## config.mk

```make
export PLATFORM = sky130hd
export DESIGN_NAME = bus_arbiter_flat
export DESIGN_NICKNAME = d
export VERILOG_FILES = /design/src/rtl/bus_arbiter_if.sv /design/src/rtl/bus_arbiter.sv /design/src/flat_wrapper.sv
export SDC_FILE = /design/constraint.sdc
export NUM_CORES = 1
export LEC_CHECK = 0
export BUFFER_PORTS_ARGS = -buffer_cell sky130_fd_sc_hd__buf_2
export CAP_MARGIN = 5
export CORE_UTILIZATION = 40
export DETAILED_ROUTE_END_ITERATION = 7
export PLACE_DENSITY_LB_ADDON = 0.08
export SYNTH_ARGS = -nofsm -noshare
export SYNTH_HDL_FRONTEND = slang
export SYNTH_SLANG_ARGS = --single-unit
```

## constraint.sdc

```tcl
create_clock -name clk -period 4 [get_ports clk]
set_input_delay 0.8 -clock clk [delete_from_list [all_inputs] [get_ports clk]]
set_output_delay 0.8 -clock clk [all_outputs]
set_load 0.1 [all_outputs]
```

## src/rtl/bus_arbiter_if.sv

```systemverilog
// bus_arbiter_if: serial system bus handshake between two masters and the central arbiter
// Ports: requests, serial slave ids, trans_done and per-slave split_en flow into the arbiter;
// grants, busy flags, mux selects and split_pending flow back to the masters.
interface bus_arbiter_if #(
  parameter int SLAVE_LEN  = 2,
  parameter int NUM_SLAVES = 3
);
  logic                  m1_request;
  logic                  m2_request;
  logic                  m1_slave_select;
  logic                  m2_slave_select;
  logic                  m1_trans_done;
  logic                  m2_trans_done;
  logic [NUM_SLAVES-1:0] split_en;
  logic                  m1_approval_grant;
  logic                  m2_approval_grant;
  logic                  arbitor_busy;
  logic                  bus_busy;
  logic                  master_sel;
  logic [SLAVE_LEN-1:0]  slave_sel;
  logic                  split_pending;
  modport slave (
    input  m1_request, m2_request, m1_slave_select, m2_slave_select,
           m1_trans_done, m2_trans_done, split_en,
    output m1_approval_grant, m2_approval_grant, arbitor_busy, bus_busy,
           master_sel, slave_sel, split_pending
  );
  modport master (
    output m1_request, m2_request, m1_slave_select, m2_slave_select,
           m1_trans_done, m2_trans_done, split_en,
    input  m1_approval_grant, m2_approval_grant, arbitor_busy, bus_busy,
           master_sel, slave_sel, split_pending
  );
endinterface

```

## src/rtl/bus_arbiter.sv

```systemverilog
// bus_arbiter: fixed-priority (M1 over M2) serial bus arbiter with one outstanding split transaction
// Ports: clk; reset (synchronous, active low); bus (slave modport) carrying requests, serial
// slave ids, trans_done, split_en in and grants, arbitor_busy, bus_busy, master_sel,
// slave_sel, split_pending out. Every output is a flop loaded from the next-state decode.
module bus_arbiter #(
  parameter int SLAVE_LEN  = 2,
  parameter int NUM_SLAVES = 3
) (
  input  logic         clk,
  input  logic         reset,
  bus_arbiter_if.slave bus
);
  localparam int CW = $clog2(SLAVE_LEN + 1);
  typedef enum logic [2:0] {IDLE, GRANT, SELECT, BUSY, RESUME} state_t;
  state_t                state_q, state_d;
  logic                  owner_q, owner_d;
  logic [SLAVE_LEN-1:0]  slave_q, slave_d;
  logic [SLAVE_LEN-1:0]  shift_q, shift_d;
  logic [CW-1:0]         cnt_q, cnt_d;
  logic                  pend_q, pend_d;
  logic                  smaster_q, smaster_d;
  logic [SLAVE_LEN-1:0]  sslave_q, sslave_d;
  logic                  g1_q, g1_d, g2_q, g2_d, ab_q, ab_d, bb_q, bb_d;
  logic                  req, sel_bit, done, bad_id;
  logic [NUM_SLAVES:0]   split_ext;
  logic [SLAVE_LEN:0]    shift_ext;
  logic [SLAVE_LEN-1:0]  id;
  always_comb begin
    req       = owner_q ? bus.m2_request : bus.m1_request;
    sel_bit   = owner_q ? bus.m2_slave_select : bus.m1_slave_select;
    done      = owner_q ? bus.m2_trans_done : bus.m1_trans_done;
    // bit 0 pads id 0 so a slave id indexes its own split_en bit directly
    split_ext = {bus.split_en, 1'b0};
    shift_ext = {shift_q, sel_bit};
    id        = shift_ext[SLAVE_LEN-1:0];
    bad_id    = id == '0 || int'(id) > NUM_SLAVES || (pend_q && id == sslave_q);
    state_d   = state_q;
    owner_d   = owner_q;
    slave_d   = slave_q;
    shift_d   = shift_q;
    cnt_d     = cnt_q;
    pend_d    = pend_q;
    smaster_d = smaster_q;
    sslave_d  = sslave_q;
    case (state_q)
      IDLE: begin
        shift_d = '0;
        cnt_d   = '0;
        if (pend_q && !split_ext[sslave_q]) begin
          state_d = RESUME;
          owner_d = smaster_q;
          slave_d = sslave_q;
        end else if (bus.m1_request && !(pend_q && !smaster_q)) begin
          state_d = GRANT;
          owner_d = 1'b0;
        end else if (bus.m2_request && !(pend_q && smaster_q)) begin
          state_d = GRANT;
          owner_d = 1'b1;
        end
      end
      GRANT: state_d = req ? SELECT : IDLE;
      SELECT: begin
        if (!req) begin
          state_d = IDLE;
          shift_d = '0;
        end else if (cnt_q == CW'(SLAVE_LEN - 1)) begin
          state_d = bad_id ? IDLE : BUSY;
          slave_d = bad_id ? '0 : id;
          shift_d = '0;
        end else begin
          shift_d = id;
          cnt_d   = cnt_q + 1'b1;
        end
      end
      BUSY: begin
        if (done) begin
          state_d = IDLE;
          slave_d = '0;
        end else if (split_ext[slave_q] && !pend_q) begin
          state_d   = IDLE;
          slave_d   = '0;
          pend_d    = 1'b1;
          smaster_d = owner_q;
          sslave_d  = slave_q;
        end
      end
      RESUME: begin
        state_d = BUSY;
        pend_d  = 1'b0;
      end
      default: state_d = IDLE;
    endcase
    g1_d = state_d != IDLE && !owner_d;
    g2_d = state_d != IDLE && owner_d;
    ab_d = state_d == GRANT || state_d == SELECT || state_d == RESUME;
    bb_d = state_d == BUSY;
  end
  always_ff @(posedge clk) begin
    if (!reset) begin
      state_q   <= IDLE;
      owner_q   <= 1'b0;
      slave_q   <= '0;
      shift_q   <= '0;
      cnt_q     <= '0;
      pend_q    <= 1'b0;
      smaster_q <= 1'b0;
      sslave_q  <= '0;
      g1_q      <= 1'b0;
      g2_q      <= 1'b0;
      ab_q      <= 1'b0;
      bb_q      <= 1'b0;
    end else begin
      state_q   <= state_d;
      owner_q   <= owner_d;
      slave_q   <= slave_d;
      shift_q   <= shift_d;
      cnt_q     <= cnt_d;
      pend_q    <= pend_d;
      smaster_q <= smaster_d;
      sslave_q  <= sslave_d;
      g1_q      <= g1_d;
      g2_q      <= g2_d;
      ab_q      <= ab_d;
      bb_q      <= bb_d;
    end
  end
  assign bus.m1_approval_grant = g1_q;
  assign bus.m2_approval_grant = g2_q;
  assign bus.arbitor_busy      = ab_q;
  assign bus.bus_busy          = bb_q;
  assign bus.master_sel        = owner_q;
  assign bus.slave_sel         = slave_q;
  assign bus.split_pending     = pend_q;
endmodule

```

## src/flat_wrapper.sv

```systemverilog
// flat-port wrapper written by rule: the top's interface ports become plain ports
module bus_arbiter_flat 
#(
  parameter int SLAVE_LEN  = 2,
  parameter int NUM_SLAVES = 3
)
  (clk, reset, bus_m1_request, bus_m2_request, bus_m1_slave_select, bus_m2_slave_select, bus_m1_trans_done, bus_m2_trans_done, bus_split_en, bus_m1_approval_grant, bus_m2_approval_grant, bus_arbitor_busy, bus_bus_busy, bus_master_sel, bus_slave_sel, bus_split_pending);
  bus_arbiter_if #(.SLAVE_LEN(SLAVE_LEN), .NUM_SLAVES(NUM_SLAVES)) bus_i ();
  input  logic clk;
  input  logic reset;
  input wire logic [$bits(bus_i.m1_request)-1:0] bus_m1_request;
  input wire logic [$bits(bus_i.m2_request)-1:0] bus_m2_request;
  input wire logic [$bits(bus_i.m1_slave_select)-1:0] bus_m1_slave_select;
  input wire logic [$bits(bus_i.m2_slave_select)-1:0] bus_m2_slave_select;
  input wire logic [$bits(bus_i.m1_trans_done)-1:0] bus_m1_trans_done;
  input wire logic [$bits(bus_i.m2_trans_done)-1:0] bus_m2_trans_done;
  input wire logic [$bits(bus_i.split_en)-1:0] bus_split_en;
  output wire logic [$bits(bus_i.m1_approval_grant)-1:0] bus_m1_approval_grant;
  output wire logic [$bits(bus_i.m2_approval_grant)-1:0] bus_m2_approval_grant;
  output wire logic [$bits(bus_i.arbitor_busy)-1:0] bus_arbitor_busy;
  output wire logic [$bits(bus_i.bus_busy)-1:0] bus_bus_busy;
  output wire logic [$bits(bus_i.master_sel)-1:0] bus_master_sel;
  output wire logic [$bits(bus_i.slave_sel)-1:0] bus_slave_sel;
  output wire logic [$bits(bus_i.split_pending)-1:0] bus_split_pending;
  assign bus_i.m1_request = bus_m1_request;
  assign bus_i.m2_request = bus_m2_request;
  assign bus_i.m1_slave_select = bus_m1_slave_select;
  assign bus_i.m2_slave_select = bus_m2_slave_select;
  assign bus_i.m1_trans_done = bus_m1_trans_done;
  assign bus_i.m2_trans_done = bus_m2_trans_done;
  assign bus_i.split_en = bus_split_en;
  assign bus_m1_approval_grant = bus_i.m1_approval_grant;
  assign bus_m2_approval_grant = bus_i.m2_approval_grant;
  assign bus_arbitor_busy = bus_i.arbitor_busy;
  assign bus_bus_busy = bus_i.bus_busy;
  assign bus_master_sel = bus_i.master_sel;
  assign bus_slave_sel = bus_i.slave_sel;
  assign bus_split_pending = bus_i.split_pending;
  bus_arbiter #(.SLAVE_LEN(SLAVE_LEN), .NUM_SLAVES(NUM_SLAVES)) u_core (.clk(clk), .reset(reset), .bus(bus_i));
endmodule
```

# [Word-level counts from Yosys, hierarchy flattened]
# Index checks and enable logic that the tools add are counted.
[totals] regBits=17 input_bits=11 output_inout_bits=8 word_cells=98
[classes] n_addsub=1 n_lt_le_gt_ge=2 eq_ne=17 muxes=37 bitwise=1 reduce_logical=28
[ops] operator="3-bit two-way mux" count=7
[ops] operator="2-bit two-way mux" count=10
[ops] operator="3-bit one-hot mux with 5 select lines" count=1
[ops] operator="1-bit two-way mux" count=13
[ops] operator="3-bit by 2-bit equality test with 1-bit output, second input constant" count=4
[ops] operator="1-bit logical AND" count=9
[ops] operator="3-bit AND reduction" count=3
[ops] operator="2-bit by 1-bit inequality test with 1-bit output, second input constant" count=4
[ops] operator="3-bit by 1-bit equality test with 1-bit output, second input constant" count=2
[ops] operator="3-bit equality test, second input constant" count=2
[ops] operator="1-bit zero test" count=6
[ops] operator="2-bit by 3-bit less-than comparator with 1-bit output, second input constant" count=2
[ops] operator="2-bit one-hot mux with 3 select lines" count=1
[ops] operator="3-bit nonzero test" count=2
[ops] operator="5-bit AND reduction" count=1
[ops] operator="1-bit binary-select mux with 2-bit select" count=2
[ops] operator="2-bit inequality test, second input constant" count=2
[ops] operator="1-bit one-hot mux with 2 select lines" count=2
[ops] operator="2-bit one-hot mux with 2 select lines" count=1
[ops] operator="2-bit nonzero test" count=2
[ops] operator="3-bit zero test" count=1
[ops] operator="1-bit logical OR" count=3
[ops] operator="3-bit by 1-bit inequality test with 1-bit output, second input constant" count=1
[ops] operator="2-bit by 1-bit adder with 2-bit output, second input constant" count=1
[ops] operator="4 further kinds" count=4

# [Depth between registers and ports, before layout]
# Gate-level depths: netlist of run 1.
[depth] depth_word=11 ltp_mapped=7 depth_no_buf=7

# [Worst setup path after synthesis of run 1]
# Ideal clock, no wire load.
[synth_path] path_kind="register to register" startpoint="reg u_core.owner_q, in the netlist u_core.bus.master_sel" endpoint="reg u_core.ab_q, in the netlist u_core.bus.arbitor_busy" setup_time_ns=0.080 arrival_time_ns=2.323 required_time_ns=3.920 setup_slack_ns=1.597 path_stages_with_launch=7 path_buffers=1 period_less_slack_ns=2.403 cell_sequence="dfxtp_1 > buf_2 > mux2_2 > a21oi_1 > nor3_1 > a221oi_2 > nor3b_1"
[synth_between] elab_chain_len=11 word_cells_on_any_way=18 classes_between="4 x eq/ne; 9 x mux; 5 x reduce/logical"
[synth_rtl] item="start, declared" line_no="bus_arbiter.sv:16" text="logic owner_q, owner_d;"
[synth_rtl] item="start signal, assigned" line_no="bus_arbiter.sv:114" text="owner_q <= owner_d;"
[synth_rtl] item="1-bit two-way mux" line_no="bus_arbiter.sv:30" text="sel_bit = owner_q ? bus.m2_slave_select : bus.m1_slave_select;"
[synth_rtl] item="2-bit equality test" line_no="bus_arbiter.sv:36" text="bad_id = id == '0 || int'(id) > NUM_SLAVES || (pend_q && id == sslave_q);"
[synth_rtl] item="1-bit logical AND" line_no="bus_arbiter.sv:36"
[synth_rtl] item="1-bit logical OR" line_no="bus_arbiter.sv:36"
[synth_rtl] item="2-bit two-way mux" line_no="bus_arbiter.sv:67" text="state_d = bad_id ? IDLE : BUSY;"
[synth_rtl] item="3-bit two-way mux" line_no="bus_arbiter.sv:66" text="end else if (cnt_q == CW'(SLAVE_LEN - 1)) begin"
[synth_rtl] item="3-bit two-way mux" line_no="bus_arbiter.sv:63" text="if (!req) begin"
[synth_rtl] item="3-bit one-hot mux with 5 select lines (*)" line_no="bus_arbiter.sv:45" text="case (state_q)"
[synth_rtl] item="3-bit by 1-bit equality test with 1-bit output / 3-bit by 2-bit equality test with 1-bit output (equally long branches)" line_no="bus_arbiter.sv:95" text="ab_d = state_d == GRANT || state_d == SELECT || state_d == RESUME;"
[synth_rtl] item="1-bit logical OR" line_no="bus_arbiter.sv:95"
[synth_rtl] item="1-bit logical OR (*)" line_no="bus_arbiter.sv:95"
[synth_rtl] item="end signal, assigned" line_no="bus_arbiter.sv:110" text="ab_q <= 1'b0;"
[synth_rtl] item="end signal, assigned" line_no="bus_arbiter.sv:123" text="ab_q <= ab_d;"
[synth_rtl] item="end, declared" line_no="bus_arbiter.sv:23" text="logic g1_q, g1_d, g2_q, g2_d, ab_q, ab_d, bb_q, bb_d;"
# Mark *: on every way between the ends. The rest lies on a longest branch, timed or not.
# A chain may end at the register's enable or synchronous reset.

# [Worst setup path in the final report of run 1]
[layout_path] startpoint="reg u_core.owner_q, in the netlist u_core.bus.master_sel" endpoint="out bus_master_sel"
[layout_rtl] item="end, declared" line_no="flat_wrapper.sv:22" text="output wire logic [$bits(bus_i.master_sel)-1:0] bus_master_sel;"
# No word-level cell between the ends.

==> flow_summary_export.csv, run 1 <==
group,metric,value,unit
routing,met3_length,110,um
logic_synthesis,synthDistinctLibCells,47,
clock_tree,clk_root_buffer_cell,"sky130_fd_sc_hd__clkbuf_4",
power,combinationalPowerShare,24.7,%
logic_synthesis,synth_cells,119,
routing,drt.antenna.violating_nets,0,
critical_path,critPathCaptureType,"primary output",
logic_synthesis,dominant_combinational_cell_family_by_area_after_synthesis,"compound AO/OA/AOI/OAI gates",
logic_synthesis,post_synth_instance_area,1020,sq um
finish,layout-area-overhead-vs-synth,11.8,%
logic_synthesis,postSynth.asyncResetShare,0,%
global_routing,grt_antenna_before_repair,0,
power,cellLeakagePower,0.000408,uW
critical_path,critical_path.n_buffers_inverters,1,
critical_path,timing.critical_path.from_type,"flop",
finish,multiInputGateArea,633,sq um
critical_path,cp.arrival,1.41,ns
critical_path,r2r.worst_path.cells,5,
routing,num_vias,958,
critical_path,critical-path-slowest-cell,"sky130_fd_sc_hd__dfxtp_1",
finish,num_antenna_cells,0,
floorplan,chipWidth,52.5,um
place,quantity_of_i_o_buffers_inserted_on_ports,18,
logic_synthesis,synth_enable_flop_cells,0,
power,clkPwrFrac,25.4,%
routing,detail_route.iter0.violations,28,
run,cap_violations,0,
logic_synthesis,syn-num-nets,131,
logic_synthesis,yosys_most_used_dff,"sky130_fd_sc_hd__dfxtp_1",
timing,hold_ws,0.497,ns
power,total_switching_power,131,uW
timing,setup-violations-final,0,
timing,worst_slew_margin_rel,65.9,%
logic_synthesis,synth.mux.area_fraction,8.58,%
timing,max_slew.worst_pin.slew,0.511,ns
worst_hold_path,hold_path_class,"reg2reg",
critical_path,worstPathCellList,"buf_2",
clock_tree,hold_buffers,0,
routing,dr.max_layer_used,"met4",
power,internal-power,240,uW
clock_tree,clk_pin_slew,0.10,ns
finish,filler_cell_count,232,
power,totalPowerFinal,371,uW
critical_path,worst_path_dominant_cell_family,"flip-flops",
logic_synthesis,synthesized_area_fraction_occupied_by_xor_and_xnor_cells,1.72,%
global_routing,grt_first_pass_wirelength,4.02,mm
global_routing,grtUsageTotal,20.2,%
power,power.density,326,nW/um^2
finish,final_layout_size_suffix_gt1_share,23.1,%
worst_hold_path,hold_start,"u_core.cnt_q[1]$_SDFFE_PN0P_",
worst_hold_path,min_path_cells,2,
routing,first_pass_iters,4,
floorplan,coreArea,2320,sq um
global_routing,overflow,0,
global_routing,grt_pass1_vias,866,
floorplan,floorplan.initialDensity,44.0,%
place,dpl.cell_count,158,
timing,timing.final.crit_period,2.21,ns
clock_tree,post_cts_resize_count,0,
timing,clock_skews,0.00408,ns
worst_hold_path,worst_hold_path.endpoint,"u_core.cnt_q[1]$_SDFFE_PN0P_",
floorplan,die_h,52.5,um
logic_synthesis,synth_seq_cells,17,
place,placedInstanceArea,1110,sq um
finish,final_layout_net_count,147,
floorplan,pin_count,19,
global_routing,grt_start_max_net_pins,17,
clock_tree,htree_levels,1,
logic_synthesis,synthesis.yosys.warnings,0,
routing,wire_per_inst,14.8,um
finish,post-route-cell-area,1140,sq um
timing,fmax,0.453,GHz
timing,period_share,55.2,%
timing,hold_fails_final_rpt,0,
critical_path,worstPathMaxFanout,9,
critical_path,r2r-end,"u_core.bus.slave_sel[0]$_SDFFE_PN0P_",
routing,post_drt_via_cell_ratio,5.91,
finish,fin_cells,162,
floorplan,fp-row-count,17,
power,power_frac_seq,49.9,%
run_status,outcome,"finished clean",
timing,rsz0062_at_grt,"no",
logic_synthesis,syn-mean-instance-area,8.58,sq um
routing,met1Wirelength,1.20,mm
floorplan,die_ar,2760,sq um
timing,final_count_of_pins_violating_max_slew,0,
critical_path,critical_path.max_stage_delay,0.60,ns
clock_tree,cts_made_buffers,3,
critical_path,r2r_setup_slack,1.95,ns
finish,regArea,340,sq um
critical_path,timing.critical_path.required,3.20,ns
logic_synthesis,compound_cell_area_share_of_the_yosys_netlist,30.6,%
routing,met2_length,1.04,mm
critical_path,timing.setup.critical_path_class,"reg2out",
clock_tree,clock_path_buffers,2,
logic_synthesis,synth_simple_gate_area_share,19.9,%
logic_synthesis,yosys.area_share.adder,1.23,%
place,gp_congestion,0.790,
routing,drt_wl_total,2.39,mm
power,peakVddDrop,0.000227,V
clock_tree,clkLatencyLatePin,0.29,ns
clock_tree,tritoncts,"built",
logic_synthesis,part_of_the_yosys_area_used_for_sequential_elements,33.3,%
timing,finalSetupTns,0,ns
critical_path,regToRegStartpoint,"u_core.state_q[2]$_SDFF_PN0_",
power,swShare,35.3,%
place,dp_hpwl,1.75,mm
clock_tree,tritoncts_num_sinks,17,
clock_tree,postCtsSetupRepairBufs,0,
routing,drcViolationCount,0,
[synthesized netlist by cell type, drive strengths merged (2+ instances only)]
master   n  share of area, %
dfxtp   17                33
a21oi   16               7.8
o21ai    9               4.4
nor2     8               2.9
nand2    7               2.6
mux2i    5               4.9
buf      4               2.1
inv      4               1.5
nor3     4               2.0
a211oi   3               2.2
clkbuf   3               1.1
mux2     3               3.7
nor4     3               1.8
a211o    2               1.7
a221oi   2               4.0
and3     2               1.3
nor2b    2               1.5
or3b     2               1.7
xnor2    2               1.7
[flip-flops by register name, summed over array words and instances, names as in the netlist]
| name | count |
|---|---|
| u_core.bus.m2_approval_grant | 1 |
| u_core.bus.split_pending | 1 |
| u_core.smaster_q | 1 |
| u_core.shift_q | 1 |
| u_core.bus.slave_sel | 2 |
| u_core.bus.m1_approval_grant | 1 |
| u_core.sslave_q | 2 |
| u_core.bus.bus_busy | 1 |
| u_core.bus.arbitor_busy | 1 |
| u_core.bus.master_sel | 1 |
| u_core.cnt_q | 2 |
| u_core.state_q | 3 |
[worst max path at each step]
stage | from | endpoint | cells after the start
2_1_floorplan | u_core.bus.master_sel$_SDFF_PN0_ | u_core.bus.arbitor_busy$_SDFF_PN0_ | 6
3_3_place_gp | bus_split_en[0] | u_core.bus.slave_sel[0]$_SDFFE_PN0P_ | 6
3_5_place_dp | bus_split_en[0] | u_core.bus.slave_sel[0]$_SDFFE_PN0P_ | 6
4_1_cts | u_core.bus.master_sel$_SDFF_PN0_ | bus_master_sel | 1
5_1_grt | u_core.bus.master_sel$_SDFF_PN0_ | bus_master_sel | 1
6_report | u_core.bus.master_sel$_SDFF_PN0_ | bus_master_sel | 1
[metrics by stage]
step	utilization (%)	worst slack [ns]
6_report	49.2	1.79
5_1_grt	49.2	1.71
4_1_cts	49.2	1.77
3_5_place_dp	48.0	1.62
3_3_place_gp	48.0	1.66
2_1_floorplan	-	1.60
[worst min-delay path, delay by kind of cell (launching register included)]
kind	cells	cell delay (ns)
flops	1	0.34
compound gates	1	0.06
simple gates	1	0.07
[cell families (layout without fill, tap and decap cells)]
logic type / after synthesis / in the layout
AO/OA/AOI/OAI: 44 / 44
AND/OR/NAND/NOR: 36 / 36
flip-flops: 17 / 17
buffers and inverters: 11 / 26
multiplexers: 8 / 8
XOR/XNOR: 2 / 2
adder cells (fa/ha/maj): 1 / 1
[layout make-up]
type / instances / share of cell area (%)
well taps: 28 / 3.07
flip-flops and latches: 17 / 29.8
clock inverters: 1 / 0.439
inverters: 4 / 1.32
clock buffers: 3 / 1.97
repair buffers: 18 / 7.89
multi-input cells: 91 / 55.5
[placed cells by master, fill, tap and decap left out, drive strengths merged, types with 2 or more instances in the layout]
cell	count
buf	18
dfxtp	17
a21oi	16
o21ai	9
nor2	8
nand2	7
mux2i	5
inv	4
nor3	4
a211oi	3
nor4	3
clkbuf	3
mux2	3
a211o	2
xnor2	2
nor2b	2
a221oi	2
and3	2
or3b	2
[routing by layer]
layer / GRT usage (%) / vias up
li1: - / 476
met1: 27.5 / 445
met2: 30.4 / 31
met3: 3.48 / 6
met4: 9.65 / 0
met5: 0 / -
[power groups by stage]
| stage | Sequential [uW] | Combinational (uW) | Clock, uW |
|---|---|---|---|
| global placement | 189 | 90.5 | 0 |
| global route | 187 | 98.2 | 104 |
| finish | 185 | 91.8 | 94.4 |
| floorplan | 215 | 46.1 | 0 |
| CTS | 185 | 91.6 | 98.8 |
| detailed placement | 189 | 91.1 | 0 |
Power figures use the tool's default switching activity.
==> run 2: changes to the inputs <==
- ABC_AREA: not set -> 1
- clock period: 4 -> 2.2 ns (I/O delays scaled with it)
==> flow_summary_export.csv, run 2 <==
group,metric,value,unit
global_routing,grtUsageTotal,18.9,%
finish,multiInputGateArea,564,sq um
finish,regArea,340,sq um
clock_tree,tritoncts_num_sinks,17,
logic_synthesis,synth_cells,160,
critical_path,r2r.worst_path.cells,11,
clock_tree,postCtsSetupRepairBufs,0,
place,quantity_of_i_o_buffers_inserted_on_ports,18,
critical_path,critical_path.n_buffers_inverters,1,
critical_path,critical_path.max_stage_delay,0.52,ns
timing,hold_fails_final_rpt,0,
global_routing,globalRoute.busiestLayer,"met2",
critical_path,timing.setup.critical_path_class,"reg2out",
logic_synthesis,synth_top_cells_by_count,"sky130_fd_sc_hd__nand2_1 (32), sky130_fd_sc_hd__inv_1 (27), sky130_fd_sc_hd__dfxtp_1 (17)",
critical_path,timing.critical_path.from_type,"flop",
logic_synthesis,synth_enable_flop_cells,0,
timing,max_slew.worst_pin.slew,0.489,ns
timing,worst_slew_margin_rel,67.6,%
critical_path,critPathCaptureType,"primary output",
logic_synthesis,syn-num-nets,172,
finish,filler_cell_count,273,
critical_path,cp.arrival,1.31,ns
global_routing,grt_util_met3,3.74,%
timing,finalSetupTns,0,ns
routing,drcViolationCount,0,
clock_tree,clk_pin_slew,0.10,ns
timing,timing.final.crit_period,1.75,ns
clock_tree,hold_buffers,0,
global_routing,grt_first_pass_wirelength,3.84,mm
worst_hold_path,hold_path_class,"reg2reg",
global_routing,globalRouteMet1Util,24.8,%
critical_path,worstPathCellList,"buf_2",
finish,final_layout_size_suffix_gt1_share,26.7,%
floorplan,coreArea,2480,sq um
global_routing,grt_antenna_before_repair,0,
timing,setup-violations-final,0,
critical_path,critical-path-slowest-cell,"sky130_fd_sc_hd__dfxtp_1",
finish,layout.cells.most_common,"sky130_fd_sc_hd__nand2_1",
clock_tree,clk_root_buffer_cell,"sky130_fd_sc_hd__clkbuf_4",
finish,registers.top_by_ff_count,"u_core.state_q",
worst_hold_path,min_path_cells,2,
logic_synthesis,postSynth.asyncResetShare,0,%
critical_path,worstPathMaxFanout,10,
power,power.density,746,nW/um^2
floorplan,pin_count,19,
routing,detail_route.iter0.violations,24,
timing,hold_ws,0.468,ns
global_routing,overflow,0,
timing,fmax,0.572,GHz
routing,num_vias,1001,
floorplan,die_h,53.1,um
finish,layout-area-overhead-vs-synth,13.3,%
clock_tree,htree_levels,1,
critical_path,r2r-end,"u_core.bus.m1_approval_grant$_SDFF_PN0_",
timing,clock_skews,0.00354,ns
worst_hold_path,worst_hold_path.endpoint,"u_core.cnt_q[1]$_SDFFE_PN0P_",
clock_tree,cts_made_buffers,3,
floorplan,die_ar,2820,sq um
routing,first_pass_iters,4,
logic_synthesis,synthesis.yosys.warnings,0,
logic_synthesis,syn-mean-instance-area,6.52,sq um
logic_synthesis,synth_largest_area_cell,"sky130_fd_sc_hd__dfxtp_1",
finish,commonest_cells_after_routing_fill_and_taps_aside,"sky130_fd_sc_hd__nand2_1 (32), sky130_fd_sc_hd__inv_1 (27), sky130_fd_sc_hd__buf_2 (18)",
timing,final_count_of_pins_violating_max_slew,0,
run_status,outcome,"finished clean",
critical_path,timing.critical_path.required,1.76,ns
timing,rsz0062_at_grt,"no",
critical_path,regToRegStartpoint,"u_core.bus.master_sel$_SDFF_PN0_",
place,gp_congestion,0.848,
timing,period_share,79.5,%
floorplan,fp-row-count,18,
clock_tree,clock_path_buffers,2,
clock_tree,clkLatencyLatePin,0.29,ns
logic_synthesis,synth_most_common_cell,"sky130_fd_sc_hd__nand2_1",
routing,drt.antenna.violating_nets,0,
finish,num_antenna_cells,0,
logic_synthesis,part_of_the_yosys_area_used_for_sequential_elements,32.6,%
global_routing,grt_start_max_net_pins,11,
power,peakVddDrop,0.000439,V
run,cap_violations,0,
routing,drt_wl_total,2.32,mm
finish,largest_register_ff_count,3,
floorplan,floorplan.initialDensity,42.1,%
routing,wire_per_inst,11.0,um
clock_tree,tritoncts,"built",
power,cellLeakagePower,0.000588,uW
finish,final_layout_net_count,193,
logic_synthesis,synthDistinctLibCells,21,
critical_path,worst_path_dominant_cell_family,"flip-flops",
place,dp_hpwl,1.85,mm
floorplan,chipWidth,53.1,um
routing,post_drt_via_cell_ratio,4.77,
logic_synthesis,synth_seq_cells,17,
logic_synthesis,yosys_most_used_dff,"sky130_fd_sc_hd__dfxtp_1",
worst_hold_path,hold_start,"u_core.cnt_q[1]$_SDFFE_PN0P_",
global_routing,grt_pass1_vias,905,
logic_synthesis,synth.area.top_cells,"sky130_fd_sc_hd__dfxtp_1 (33%), sky130_fd_sc_hd__nand2_1 (12%), sky130_fd_sc_hd__inv_1 (9.7%), sky130_fd_sc_hd__a21oi_1 (5.8%), sky130_fd_sc_hd__nand3_1 (5.3%)",
critical_path,r2r_setup_slack,0.67,ns
global_routing,grt_util_met2,30.4,%
logic_synthesis,post_synth_instance_area,1040,sq um
clock_tree,post_cts_resize_count,0,
logic_synthesis,synth_top_cell_area_share,32.6,%
[run 2: worst max-delay path by stage]
stage / endpoint / startpoint / slack, ns / cells after the start
2_1_floorplan: u_core.bus.m1_approval_grant$_SDFF_PN0_ / u_core.bus.split_pending$_SDFFE_PN0P_ / 0.15 / 9
3_3_place_gp: u_core.bus.m1_approval_grant$_SDFF_PN0_ / bus_split_en[2] / 0.64 / 11
3_5_place_dp: u_core.bus.m1_approval_grant$_SDFF_PN0_ / bus_split_en[2] / 0.61 / 11
4_1_cts: bus_master_sel / u_core.bus.master_sel$_SDFF_PN0_ / 0.43 / 1
5_1_grt: bus_master_sel / u_core.bus.master_sel$_SDFF_PN0_ / 0.37 / 1
6_report: bus_master_sel / u_core.bus.master_sel$_SDFF_PN0_ / 0.45 / 1
[run 2: cells by family after synthesis]
group           share of synthesized area (%)
compound gates                           15.0
fa+ha+maj                                1.20
buf+inv                                  13.3
flops                                    32.6
simple gates                             37.9
[run 2: layout make-up]
cell class                 count  area share, %
multi-input combinational    108           47.7
tap                           30           3.17
timing repair buffer          18           7.62
clock buffer                   4           2.22
inverter                      33           10.5
sequential                    17           28.8
[run 2: through the flow]
step                      power (uW)  std cells  worst slack, ns  utilization (%)  area, sq um
final                            883        210            0.451             47.7         1180
after detailed placement         716        206            0.614             46.7         1160
after floorplan                  658        160            0.146                -         1040
after global placement           716        206            0.637             46.7         1160
after global routing             940        210            0.370             47.7         1180
after CTS                        895        210            0.432             47.7         1180
[run 2: routing by layer]
layer	part of all wire [%]	vias to the layer above
li1	-	544
met1	50	439
met2	45	14
met3	3.4	4
met4	1.3	0
met5	0	-
[run 2: where the power goes]
part	total, uW	switching (uW)	internal, uW
sequential	356	20.8	335
clock	173	103	70.6
combinational	353	272	81.0
==> run 3: changes to the inputs <==
- clock period: 2.2 -> 1.7 ns (I/O delays scaled with it)
==> flow_summary_export.csv, run 3 (same netlist as run 2, synthesis figures left out) <==
group,metric,value,unit
clock_tree,clk_root_buffer_cell,"sky130_fd_sc_hd__clkbuf_4",
finish,largest_register_ff_count,3,
timing,postLayoutSetupSlackWorst,0.156,ns
place,quantity_of_i_o_buffers_inserted_on_ports,18,
power,power_frac_seq,40.6,%
global_routing,grt_start_max_net_pins,11,
timing,worst_slew_margin_rel,67.9,%
critical_path,cp.arrival,1.20,ns
place,dp_hpwl,1.84,mm
clock_tree,clkLatencyLatePin,0.30,ns
critical_path,critical_path.max_stage_delay,0.46,ns
clock_tree,postCtsSetupRepairBufs,0,
clock_tree,tritoncts,"built",
finish,final_layout_net_count,193,
power,peakVddDrop,0.000575,V
global_routing,grtUsageTotal,19.9,%
power,combinationalPowerShare,40.0,%
floorplan,floorplan.initialDensity,42.1,%
worst_hold_path,hold_path_class,"in2reg",
clock_tree,hold_buffers,0,
floorplan,chipWidth,53.1,um
critical_path,critical-path-slowest-cell,"sky130_fd_sc_hd__buf_2",
clock_tree,tritoncts_num_sinks,17,
finish,commonest_cells_after_routing_fill_and_taps_aside,"sky130_fd_sc_hd__nand2_1 (32), sky130_fd_sc_hd__inv_1 (27), sky130_fd_sc_hd__buf_2 (18)",
critical_path,r2r_setup_slack,0.21,ns
routing,drt_wl_total,2.33,mm
power,swShare,44.5,%
critical_path,critical_path.n_buffers_inverters,1,
timing,setup-violations-final,0,
global_routing,grt_antenna_before_repair,0,
clock_tree,clock_path_buffers,2,
finish,layout-area-overhead-vs-synth,13.8,%
floorplan,fp-row-count,18,
critical_path,worst_path_dominant_cell_family,"buffers and inverters",
timing,rsz0062_at_grt,"no",
finish,post-route-cell-area,1190,sq um
routing,detail_route.iter0.violations,46,
power,cellLeakagePower,0.000590,uW
routing,post_drt_via_cell_ratio,4.94,
timing,clock_skews,0.00792,ns
clock_tree,clk_pin_slew,0.10,ns
routing,first_pass_iters,4,
timing,period_share,90.8,%
global_routing,overflow,0,
critical_path,worstPathMaxFanout,10,
global_routing,grt_pass1_vias,973,
clock_tree,htree_levels,1,
finish,multiInputGateArea,564,sq um
clock_tree,post_cts_resize_count,0,
place,placedInstanceArea,1160,sq um
critical_path,timing.setup.critical_path_class,"reg2out",
floorplan,coreArea,2480,sq um
routing,num_vias,1037,
finish,num_antenna_cells,0,
routing,wire_per_inst,11.1,um
power,power.density,962,nW/um^2
power,clkPwrFrac,19.4,%
critical_path,worstPathCellList,"buf_2",
finish,final_layout_size_suffix_gt1_share,28.9,%
routing,drcViolationCount,0,
floorplan,die_ar,2820,sq um
critical_path,timing.critical_path.required,1.36,ns
finish,layout.cells.most_common,"sky130_fd_sc_hd__nand2_1",
clock_tree,cts_made_buffers,3,
run_status,outcome,"finished clean",
critical_path,timing.critical_path.from_type,"flop",
power,internal-power,634,uW
timing,final_count_of_pins_violating_max_slew,0,
place,gp_congestion,0.866,
finish,regArea,345,sq um
finish,filler_cell_count,277,
place,worst_setup_slack_after_placement,0.207,ns
run,cap_violations,0,
routing,drt.antenna.violating_nets,0,
global_routing,grt_first_pass_wirelength,3.95,mm
power,total_switching_power,509,uW
timing,fmax,0.648,GHz
timing,hold_fails_final_rpt,0,
timing,max_slew.worst_pin.slew,0.485,ns
timing,timing.final.crit_period,1.54,ns
floorplan,pin_count,19,
critical_path,critPathCaptureType,"primary output",
timing,finalSetupTns,0,ns
floorplan,die_h,53.1,um
finish,registers.top_by_ff_count,"u_core.state_q",
-- run 3: layout make-up --
class                           count  share of cell area [%]
Clock buffer                        4                    2.21
Inverter                           33                    10.4
Multi-Input combinational cell    108                    47.5
Sequential cell                    17                    29.1
Tap cell                           30                    3.16
Timing Repair Buffer               18                    7.59
-- run 3: power groups by stage --
stage	Sequential [uW]	Combinational (uW)	Clock [uW]
after floorplan	645	209	0
after global placement	472	453	0
after detailed placement	473	456	0
after CTS	464	457	232
after global routing	470	497	257
final	464	457	221
-- run 3: path summary, 6_finish.rpt --
kind | startpoint | to | cells after the start
worst max-delay path | u_core.bus.master_sel$_SDFF_PN0_ | bus_master_sel | 1
worst min-delay path | reset | u_core.bus.slave_sel[0]$_SDFFE_PN0P_ | 3
worst max register to register | u_core.bus.master_sel$_SDFF_PN0_ | u_core.bus.m2_approval_grant$_SDFF_PN0_ | 11
worst min register to register | u_core.cnt_q[1]$_SDFFE_PN0P_ | u_core.cnt_q[1]$_SDFFE_PN0P_ | 2
-- run 3: through the flow --
stage	hold WS, ns	std cells	util [%]	power [uW]
after detailed placement	0.466	206	46.9	929
after global placement	0.453	206	46.9	925
after global routing	0.364	210	47.9	1220
after floorplan	0.444	160	-	854
final	0.368	210	47.9	1140
after CTS	0.367	210	47.9	1150
-- run 3: metal layers --
| metal | share of wire (%) | global-route usage, % | vias up |
|---|---|---|---|
| met1 | 49 | 23.8 | 466 |
| met3 | 3.4 | 3.45 | 5 |
| met4 | 1.5 | 7.89 | 0 |
| met2 | 46 | 34.6 | 21 |
| met5 | 0 | 0 | - |
| li1 | - | - | 545 |
-- run 3: worst reg2reg max path: stages, from the launching register on --
cell and delay (ns):
sky130_fd_sc_hd__dfxtp_2 0.45, sky130_fd_sc_hd__inv_2 0.07, sky130_fd_sc_hd__nand2_1 0.08, sky130_fd_sc_hd__nand2_1 0.09, sky130_fd_sc_hd__nand2_1 0.12, sky130_fd_sc_hd__nand2_2 0.07
sky130_fd_sc_hd__nand3_2 0.09, sky130_fd_sc_hd__nand3_1 0.09, sky130_fd_sc_hd__nor2_1 0.13, sky130_fd_sc_hd__nand3_2 0.10, sky130_fd_sc_hd__nand2_1 0.06, sky130_fd_sc_hd__nor2_1 0.04
